[src/rtl/mycpu_wb_load_queue.sv]
// In-order writeback stage: queues MEM instructions, pairs in-order data_sram responses with queued
// loads, extracts the addressed lane and registers the result for the regfile.
module mycpu_wb_load_queue #(
  parameter int DATA_W = 32,
  parameter int DEPTH  = 2,
  parameter int REG_W  = 5
) (
  input  logic              clk,
  input  logic              reset,
  input  logic              flush,
  input  logic              req_valid,
  output logic              req_ready,
  input  logic [5:0]        req_mode,
  input  logic [DATA_W-1:0] req_alu,
  input  logic [DATA_W-1:0] req_rt,
  input  logic [REG_W-1:0]  req_dest,
  input  logic              req_wen,
  input  logic [31:0]       req_pc,
  input  logic              rdata_valid,
  output logic              rdata_ready,
  input  logic [DATA_W-1:0] rdata,
  output logic              wb_valid,
  input  logic              wb_ready,
  output logic [DATA_W-1:0] wb_data,
  output logic [REG_W-1:0]  wb_dest,
  output logic              wb_wen,
  output logic [31:0]       wb_pc,
  output logic              err
);

  localparam int PTR_W = $clog2(DEPTH);
  localparam int CNT_W = $clog2(DEPTH) + 1;
  localparam int OFF_W = $clog2(DATA_W / 8);

  typedef struct packed {
    logic [5:0]        mode;
    logic [DATA_W-1:0] alu;
    logic [DATA_W-1:0] rt;
    logic [REG_W-1:0]  dest;
    logic              wen;
    logic [31:0]       pc;
  } entry_t;

  entry_t             q [DEPTH];
  entry_t             head;
  logic [PTR_W-1:0]   wr_ptr, rd_ptr;
  logic [CNT_W-1:0]   occ, load_cnt, drop_cnt;
  logic [CNT_W:0]     pending;
  logic               head_load, out_free, draining, drain_dec;
  logic               head_resp, complete, push, stray;
  logic [63:0]        rd64, lane, res64;
  logic [31:0]        m, rt32, merged;
  logic [OFF_W-1:0]   off;
  logic [1:0]         a;
  logic               sgn;
  logic [DATA_W-1:0]  result;

  // NOTE: every signal written here gets a default first so no path leaves it unassigned (no latch).
  always_comb begin
    head      = q[rd_ptr];
    head_load = (occ != '0) && head.mode[5];
    out_free  = !wb_valid || wb_ready;
    draining  = (drop_cnt != '0);
    drain_dec = rdata_valid && draining;
    head_resp = rdata_valid && !draining && head_load && out_free;
    complete  = (occ != '0) && out_free && (!head.mode[5] || head_resp);
    stray     = rdata_valid && !draining && !head_load;
    pending   = {1'b0, occ} + {1'b0, drop_cnt};
    req_ready   = (pending < (CNT_W+1)'(DEPTH));
    rdata_ready = draining || (head_load && out_free);
    push      = req_valid && req_ready && !flush;
  end

  // Lane extraction for the head load, done in 64 bits and truncated to DATA_W.
  always_comb begin
    rd64   = 64'(rdata);
    off    = head.alu[OFF_W-1:0];
    a      = head.alu[1:0];
    sgn    = head.mode[0];
    lane   = rd64 >> {off, 3'b000};
    m      = (DATA_W == 64 && head.alu[2]) ? rd64[63:32] : rd64[31:0];
    rt32   = head.rt[31:0];
    merged = m;
    res64  = '0;
    if (head.mode[3:1] == 3'b011) begin
      case (a)
        2'd0:    merged = {m[7:0],  rt32[23:0]};
        2'd1:    merged = {m[15:0], rt32[15:0]};
        2'd2:    merged = {m[23:0], rt32[7:0]};
        default: merged = m;
      endcase
    end else if (head.mode[3:1] == 3'b100) begin
      case (a)
        2'd0:    merged = m;
        2'd1:    merged = {rt32[31:24], m[31:8]};
        2'd2:    merged = {rt32[31:16], m[31:16]};
        default: merged = {rt32[31:8],  m[31:24]};
      endcase
    end
    case (head.mode[3:1])
      3'b000:         res64 = {{56{sgn & lane[7]}},  lane[7:0]};
      3'b001:         res64 = {{48{sgn & lane[15]}}, lane[15:0]};
      3'b010:         res64 = {{32{sgn & lane[31]}}, lane[31:0]};
      3'b011, 3'b100: res64 = {{32{merged[31]}}, merged};
      3'b101:         res64 = (DATA_W == 64) ? rd64 : 64'd0;
      default:        res64 = '0;
    endcase
    result = head.mode[5] ? res64[DATA_W-1:0] : head.alu;
  end

  // NOTE: queue storage has no reset; occupancy alone decides which entries are meaningful.
  always_ff @(posedge clk) begin
    if (push) q[wr_ptr] <= '{req_mode, req_alu, req_rt, req_dest, req_wen, req_pc};
  end

  // NOTE: sequential state uses non-blocking assignments so every register samples pre-edge values.
  always_ff @(posedge clk or posedge reset) begin
    if (reset) begin
      wr_ptr   <= '0;
      rd_ptr   <= '0;
      occ      <= '0;
      load_cnt <= '0;
      drop_cnt <= '0;
      wb_valid <= 1'b0;
      wb_data  <= '0;
      wb_dest  <= '0;
      wb_wen   <= 1'b0;
      wb_pc    <= '0;
      err      <= 1'b0;
    end else begin
      if (stray) err <= 1'b1;
      if (flush) begin
        wr_ptr   <= '0;
        rd_ptr   <= '0;
        occ      <= '0;
        load_cnt <= '0;
        // Loads still in the queue owe a response; one answered this very cycle does not.
        drop_cnt <= drop_cnt + load_cnt - CNT_W'(drain_dec) - CNT_W'(head_resp);
        wb_valid <= 1'b0;
      end else begin
        if (push)     wr_ptr <= wr_ptr + 1'b1;
        if (complete) rd_ptr <= rd_ptr + 1'b1;
        occ      <= occ + CNT_W'(push) - CNT_W'(complete);
        load_cnt <= load_cnt + CNT_W'(push && req_mode[5]) - CNT_W'(complete && head.mode[5]);
        drop_cnt <= drop_cnt - CNT_W'(drain_dec);
        if (complete) begin
          wb_valid <= 1'b1;
          wb_data  <= result;
          wb_dest  <= head.dest;
          wb_wen   <= head.wen;
          wb_pc    <= head.pc;
        end else if (wb_ready) begin
          wb_valid <= 1'b0;
        end
      end
    end
  end

endmodule

[config.mk]
export PLATFORM = sky130hd
export DESIGN_NAME = mycpu_wb_load_queue
export DESIGN_NICKNAME = d
export VERILOG_FILES = /design/src/rtl/mycpu_wb_load_queue.sv
export SDC_FILE = /design/constraint.sdc
export NUM_CORES = 1
export LEC_CHECK = 0
export BUFFER_PORTS_ARGS = -buffer_cell sky130_fd_sc_hd__buf_4
export CORE_MARGIN = 1
export CORE_UTILIZATION = 61
export DETAILED_ROUTE_END_ITERATION = 10
export PLACE_DENSITY = 0.94
export SYNTH_ARGS = -nofsm -noshare
export SYNTH_HDL_FRONTEND = slang
export SYNTH_SLANG_ARGS = --single-unit
[constraint.sdc]
create_clock -name clk -period 19.15 [get_ports clk]
set_clock_uncertainty 0.1 [all_clocks]
set_input_delay 1.915 -clock clk [delete_from_list [all_inputs] [get_ports clk]]
set_output_delay 1.915 -clock clk [all_outputs]
set_load 0.02 [all_outputs]
==> results_dict.tcl, run 1 <==
set metrics [dict create \
    wl_per_cell_um 24.52 \
    cts_hold_buf 0 \
    coreArea_um2 21150 \
    cts_setup_buffers 0 \
    clock-root-buffer "clkbuf_16" \
    worstMarginPinSlew_ns 1.391 \
    synth_top_cell_by_area "edfxtp_1" \
    arrival_ns 2.80 \
    drv_slew 0 \
    hold_ws_ns 0.3844 \
    nets 1339 \
    hold_viol 0 \
    die_w_um 149.4 \
    slew_headroom_pct 7.298 \
    fmax_ghz 0.2078 \
    cap_violations 0 \
    synth_cell_types 70 \
    clock_sinks 294 \
    synth_area_leaders "edfxtp_1 (48%), dfrtp_1 (15%), mux2i_1 (7.2%)" \
    timing.rr.end "wb_data[10]$_DFFE_PP0P_" \
    powerDensity_nw_per_um2 149.3 \
    ys_seq_area_share_pct 63.57 \
    synth_edf_count 214 \
    crit_chain "buf_4 -> nand2b_1 -> o21ai_0 -> o21ai_0 -> buf_4" \
    rr_worst_depth 7 \
    clk_path_buf_depth 3 \
    post-dp-hpwl_mm 23.82 \
    totalWireLength_mm 36.33 \
    drt_first_pass_iters 6 \
    ys_ff_latch 294 \
    power_leakage_nw 5.964 \
    critical_path.top_delay_family "compound AO/OA/AOI/OAI gates" \
    grt_setup_unrepaired "false" \
    area_delta_synth_final_pct 20.78 \
    timing.final.crit_period_ns 4.813 \
    r2r-start "rd_ptr$_DFFE_PP0P_" \
    numCtsBuffers 29 \
    hold_class "reg -> reg" \
    via_count 9797 \
    die_y_um 149.4 \
    viasPerCell 6.611 \
    outcome "finished, final reports clean" \
    cp.depth 5 \
    gp_congestion 0.9755 \
    grtUsageTotal_pct 32.32 \
    ios 220 \
    diodes 0 \
    synth_nets 1140 \
    cp_data_required_time_ns 17.14 \
    drc 0 \
    die-area_um2 22330 \
    final_area_um2 16010 \
    slowest_delay_ns 0.32 \
    r2r_slack_ns 14.74 \
    syn_area_per_cell_um2 13.46 \
    grt_pass1_wl_mm 53.70 \
    path_buf_inv 2 \
    layout_commonest_cell "buf_4" \
    std_cell_rows 53 \
    clkLatencyLatePin_ns 0.56 \
    ir_drop_uv 116.9 \
    crit_path_end_kind "primary output" \
    cts_tree "done" \
    htree_levels 1 \
    cpMaxStageDelayCell "o21ai_0" \
    ys.warnings.count 0 \
    cp_max_fo 4 \
    grt_max_degree 98 \
    antenna_left 0 \
    place_area_um2 15020 \
    grt_pass1_vias 9643 \
    portBuffers 218 \
    synthCells 985 \
    final_cell_mix "buf_4 (230), edfxtp_1 (214), mux2i_1 (96)" \
    setup_viol 0 \
    path_clk_slew_ns 0.06 \
    crit_start "wb_ready" \
    async_flop_share_pct 27.21 \
    p_total_mw 2.390 \
    antenna_found_initial 0 \
    min_period_over_period_pct 25.13 \
    synth_area_um2 13260 \
    synthDominantCellAreaShare_pct 48.47 \
    start_util_pct 62.67 \
    tns_ns 0 \
    cp-start-kind "primary input" \
    drive_above_1_share_pct 26.35 \
    synth_ff_type "edfxtp_1" \
    overflow 0 \
    criticalPathCategory "in -> out" \
    first_iter_violations 1266 \
    critPathCapture "rdata_ready" \
    utilization_pct 75.70 \
    cts_resized 0 \
]
## synthesized netlist by cell type (5+ instances only)
master / count
edfxtp_1: 214
mux2i_1: 96
o21ai_0: 85
dfrtp_1: 80
nand2_1: 64
a21oi_1: 44
nor2_1: 44
buf_2: 27
o22ai_1: 27
inv_1: 23
clkbuf_1: 19
nor3_1: 16
a211oi_1: 15
a221oi_1: 14
a31oi_1: 14
nor2b_1: 13
mux2_2: 11
mux4_2: 10
o32ai_1: 10
a22oi_1: 9
nand2b_1: 9
o22a_1: 9
buf_4: 8
a2111oi_0: 7
xor2_1: 7
a221o_1: 6
ha_1: 6
o32a_1: 6
xnor2_1: 6
and2_1: 5
buf_6: 5
nor3b_1: 5
o221ai_1: 5
## worst register-to-register path: stages (launching register included)
cell       delay, ns
dfrtp_4         0.81
buf_4           0.82
buf_4           0.81
and3b_1         0.42
or2_0           0.50
a2111oi_0       0.59
a211oi_1        0.09
a31oi_1         0.20
## flip-flops by register name (all words and copies together) (netlist names)
signal and flops:
rd_ptr 1, wb_wen 1, load_cnt 2, wb_pc 32, wr_ptr 1, wb_dest 5, err 1, wb_data 32
q 214, occ 2, wb_valid 1, drop_cnt 2
## layout make-up
type	count	area, um^2
clock inverter	19	215.2
clock buffer	35	778.2
timing repair buffer	230	1727
inverter	23	87.58
tap	275	344.1
multi-input combinational	606	4429
sequential	294	8432
fill	1221	5141
## per-layer routing
layer	wire length [um]	global-route usage, %
met5	0	0
met4	1967	16.79
met3	4074	6.372
met2	17200	50.72
met1	13090	43.04
## through the flow
step / setup slack (ns) / cells
floorplan: 11.69 / 985
global placement: 14.38 / 1428
detailed placement: 14.34 / 1428
CTS: 14.38 / 1482
global route: 14.29 / 1482
finish: 14.34 / 1482
## logic make-up after synthesis
| group | after synthesis | synth area share, % |
|---|---|---|
| multiplexers | 119 | 10.16 |
| AND/OR/NAND/NOR | 181 | 6.833 |
| adder cells (fa/ha/maj) | 9 | 1.019 |
| AO/OA/AOI/OAI | 284 | 14.36 |
| buffers and inverters | 85 | 3.190 |
| XOR/XNOR | 13 | 0.8588 |
| flip-flops | 294 | 63.57 |
## worst min-delay path by stage
stage / slack [ns] / from / endpoint / depth (start not counted)
after detailed placement: 0.37 / wb_pc[17]$_DFFE_PP0P_ / wb_pc[17]$_DFFE_PP0P_ / 2
after global routing: 0.41 / wb_pc[12]$_DFFE_PP0P_ / wb_pc[12]$_DFFE_PP0P_ / 2
after CTS: 0.39 / wb_pc[20]$_DFFE_PP0P_ / wb_pc[20]$_DFFE_PP0P_ / 2
after global placement: 0.36 / wb_pc[18]$_DFFE_PP0P_ / wb_pc[18]$_DFFE_PP0P_ / 2
final: 0.38 / wb_pc[20]$_DFFE_PP0P_ / wb_pc[20]$_DFFE_PP0P_ / 2
after floorplan: 0.40 / q[0][0]$_DFFE_PP_ / wb_pc[0]$_DFFE_PP0P_ / 2
## where the power goes
| group | switching (mW) | internal [mW] | total, mW | leakage [nW] |
|---|---|---|---|---|
| logic | 0.532 | 0.343 | 0.875 | 2.56 |
| registers | 0.0962 | 0.835 | 0.931 | 2.92 |
| clock network | 0.239 | 0.345 | 0.584 | 0.491 |
(Power assumes the default switching activity.)
==> run 2, diff against run 1 <==
--- a/config.mk
+++ b/config.mk
@@ -5,11 +5,12 @@
 export SDC_FILE = /design/constraint.sdc
 export NUM_CORES = 1
 export LEC_CHECK = 0
+export ABC_AREA = 1
 export BUFFER_PORTS_ARGS = -buffer_cell sky130_fd_sc_hd__buf_4
 export CORE_MARGIN = 1
-export CORE_UTILIZATION = 61
+export CORE_UTILIZATION = 57
 export DETAILED_ROUTE_END_ITERATION = 10
-export PLACE_DENSITY = 0.94
+export PLACE_DENSITY = 0.89
 export SYNTH_ARGS = -nofsm -noshare
 export SYNTH_HDL_FRONTEND = slang
 export SYNTH_SLANG_ARGS = --single-unit
==> constraint.sdc (replaced) <==
create_clock -name clk -period 5 [get_ports clk]
set_clock_uncertainty 0.1 [all_clocks]
set_input_delay 0.5 -clock clk [delete_from_list [all_inputs] [get_ports clk]]
set_output_delay 0.5 -clock clk [all_outputs]
set_load 0.02 [all_outputs]
==> run 2 against run 1 <==
  * Combinational power increased to 4.5 times the previous value
  * Non-clock buffer count is 8 higher
  * Final area is 1.9% higher
  * First-iteration DRC count decreased by 27%
  * Total power grew to 4.1 times the previous value
  * Critical endpoint is now wb_data[7]$_DFFE_PP0P_
  * Largest power group is now combinational cells
==> results_dict.tcl, run 2 <==
set metrics [dict create \
    cp_max_fo 58 \
    ys_ff_latch 294 \
    ys.warnings.count 0 \
    synth_area_um2 13410 \
    crit_path_end_kind "flop" \
    cp_data_required_time_ns 5.31 \
    power_leakage_nw 7.182 \
    nets 1745 \
    grtUsageTotal_pct 31.59 \
    criticalPathCategory "reg -> reg" \
    outcome "finished, final reports clean" \
    synth_top_family_by_area "simple AND/OR/NAND/NOR gates" \
    synthAdderAreaFrac_pct 1.008 \
    cts_tree "done" \
    synth-compound-area-share_pct 9.332 \
    ios 220 \
    cts_resized 0 \
    timing.final.crit_period_ns 3.469 \
    slew_headroom_pct 19.37 \
    numCtsBuffers 29 \
    via_count 10820 \
    post-dp-hpwl_mm 24.62 \
    synth_ff_type "edfxtp_1" \
    grt_pass1_vias 10930 \
    drv_slew 0 \
    grt_setup_unrepaired "false" \
    place_ws_ns 1.655 \
    die-area_um2 24140 \
    ys_seq_area_share_pct 62.86 \
    htree_levels 1 \
    clock-root-buffer "clkbuf_16" \
    wl_met1_mm 14.16 \
    grt_max_degree 108 \
    final_cell_mix "nand2_1 (439), buf_4 (236), edfxtp_1 (214)" \
    portBuffers 218 \
    synthCells 1383 \
    die_y_um 155.4 \
    clkLatencyLatePin_ns 0.56 \
    start_util_pct 58.69 \
    drive_above_1_share_pct 21.51 \
    powerDensity_nw_per_um2 593.1 \
    async_flop_share_pct 27.21 \
    first_iter_violations 930 \
    synth_edf_count 214 \
    worstMarginPinSlew_ns 1.205 \
    fmax_ghz 0.2883 \
    area_delta_synth_final_pct 21.72 \
    top_register "q" \
    antenna_found_initial 0 \
    clk_path_buf_depth 3 \
    synth_top_cell_by_area "edfxtp_1" \
    cap_violations 0 \
    hold_class "in -> reg" \
    synthTopCellsByCount "nand2_1 (439), edfxtp_1 (214), nor2_1 (193), dfrtp_1 (80), o21ai_0 (73)" \
    wl_per_cell_um 19.42 \
    largest_reg_flops 214 \
    ir_drop_uv 386.8 \
    setup_viol 0 \
    wl_met3_mm 3.959 \
    syn_area_per_cell_um2 9.695 \
    antenna_left 0 \
    viasPerCell 5.619 \
    overflow 0 \
    num-fill-cells 1638 \
    clock_sinks 294 \
    coreArea_um2 22850 \
    rr_worst_depth 9 \
    p_total_mw 9.681 \
    timing.rr.end "wb_data[7]$_DFFE_PP0P_" \
    hold_viol 0 \
    std_cell_rows 55 \
    drt_first_pass_iters 6 \
    die_w_um 155.4 \
    min_period_over_period_pct 69.38 \
    largestRegisters "q x214, wb_data x32, wb_pc x32" \
    tns_ns 0 \
    r2r-start "rd_ptr$_DFFE_PP0P_" \
    diodes 0 \
    whs_endpoint "q[1][77]$_DFFE_PP_" \
    muxShareOfSynthArea_pct 0 \
    cp-start-kind "flop" \
    synth.most_common_cell "nand2_1" \
    grt_pass1_wl_mm 58.16 \
    gp_congestion 1.063 \
    met2_length_mm 17.87 \
    synthDominantCellAreaShare_pct 47.93 \
    r2r_slack_ns 1.53 \
    synth_cell_types 37 \
    arrival_ns 3.78 \
    layout_commonest_cell "nand2_1" \
    synth-simple-area-share_pct 21.95 \
    synthXorXnorAreaFrac_pct 0.5226 \
    path_clk_slew_ns 0.06 \
    totalWireLength_mm 37.41 \
    synth_nets 1538 \
    fin_ws_ns 1.531 \
    hold_depth 1 \
    drc 0 \
    synth_area_leaders "edfxtp_1 (48%), dfrtp_1 (15%), nand2_1 (12%)" \
    dr.max_layer_used "met4" \
    hold_path_startpoint "req_alu[7]" \
]
-- run 2: timing repair --
item | CTS | global route
hold buffers | 1 | 0
buffers inserted | 0 | 0
hold endpoints to repair | 35 | 0
-- run 2: stage by stage --
| stage | area (um^2) | std cells | util (%) | hold WS (ns) |
|---|---|---|---|---|
| after floorplan | 13410 | 1383 | - | 0.3999 |
| after global placement | 15310 | 1871 | 67.03 | 0.3627 |
| after detailed placement | 15310 | 1871 | 67.03 | 0.3634 |
| after CTS | 16320 | 1926 | 71.43 | 0.009568 |
| after global routing | 16320 | 1926 | 71.43 | 0.005219 |
| final | 16320 | 1926 | 71.43 | 0.02165 |
-- run 2: cell families (layout without fill, tap and decap cells) --
logic type | count (synthesis) | in the layout
simple gates | 731 | 731
flops | 294 | 294
compound gates | 204 | 204
buf+inv | 137 | 367
fa+ha+maj | 9 | 9
xor+xnor | 8 | 8
-- run 2: power by group --
group | switching (mW) | internal [mW]
logic | 2.65 | 1.32
clock network | 0.916 | 1.31
registers | 0.259 | 3.22
-- run 2: metal layers --
layer  track usage (%)  vias up
li1                  -     5007
met3             8.106       94
met4             13.12        0
met5                 0        -
met2             52.45      585
met1             39.55     5136
-- run 2: cell type report --
cell class / instances / area (um^2) / share of cell area (%)
Clock buffer: 36 / 812.0 / 4.975
Inverter: 75 / 285.3 / 1.748
Clock inverter: 18 / 183.9 / 1.127
Sequential cell: 294 / 8432 / 51.66
Multi-Input combinational cell: 952 / 4414 / 27.05
Timing Repair Buffer: 238 / 1802 / 11.04
Tap cell: 313 / 391.6 / 2.400
-- run 2: worst max path at each step --
| stage | cells after the start | endpoint | slack (ns) | startpoint |
|---|---|---|---|---|
| 2_1_floorplan | 8 | q[0][0]$_DFFE_PP_ | 0.05 | occ[0]$_DFF_PP0_ |
| 3_3_place_gp | 12 | wb_data[23]$_DFFE_PP0P_ | 1.66 | rd_ptr$_DFFE_PP0P_ |
| 3_5_place_dp | 9 | wb_data[7]$_DFFE_PP0P_ | 1.66 | rd_ptr$_DFFE_PP0P_ |
| 4_1_cts | 13 | drop_cnt[1]$_DFF_PP0_ | 1.61 | rd_ptr$_DFFE_PP0P_ |
| 5_1_grt | 9 | wb_data[7]$_DFFE_PP0P_ | 1.34 | rd_ptr$_DFFE_PP0P_ |
| 6_report | 9 | wb_data[7]$_DFFE_PP0P_ | 1.53 | rd_ptr$_DFFE_PP0P_ |
-- run 2: worst max-delay path: stages, from the launching register on --
cell       delay, ns
dfrtp_4         0.41
buf_4           0.56
nand2_1         0.39
nand2_2         0.56
nand2_2         0.09
buf_4           0.24
o21ai_0         0.18
o21ai_0         0.09
o21ai_0         0.52
a2bb2oi_1       0.15
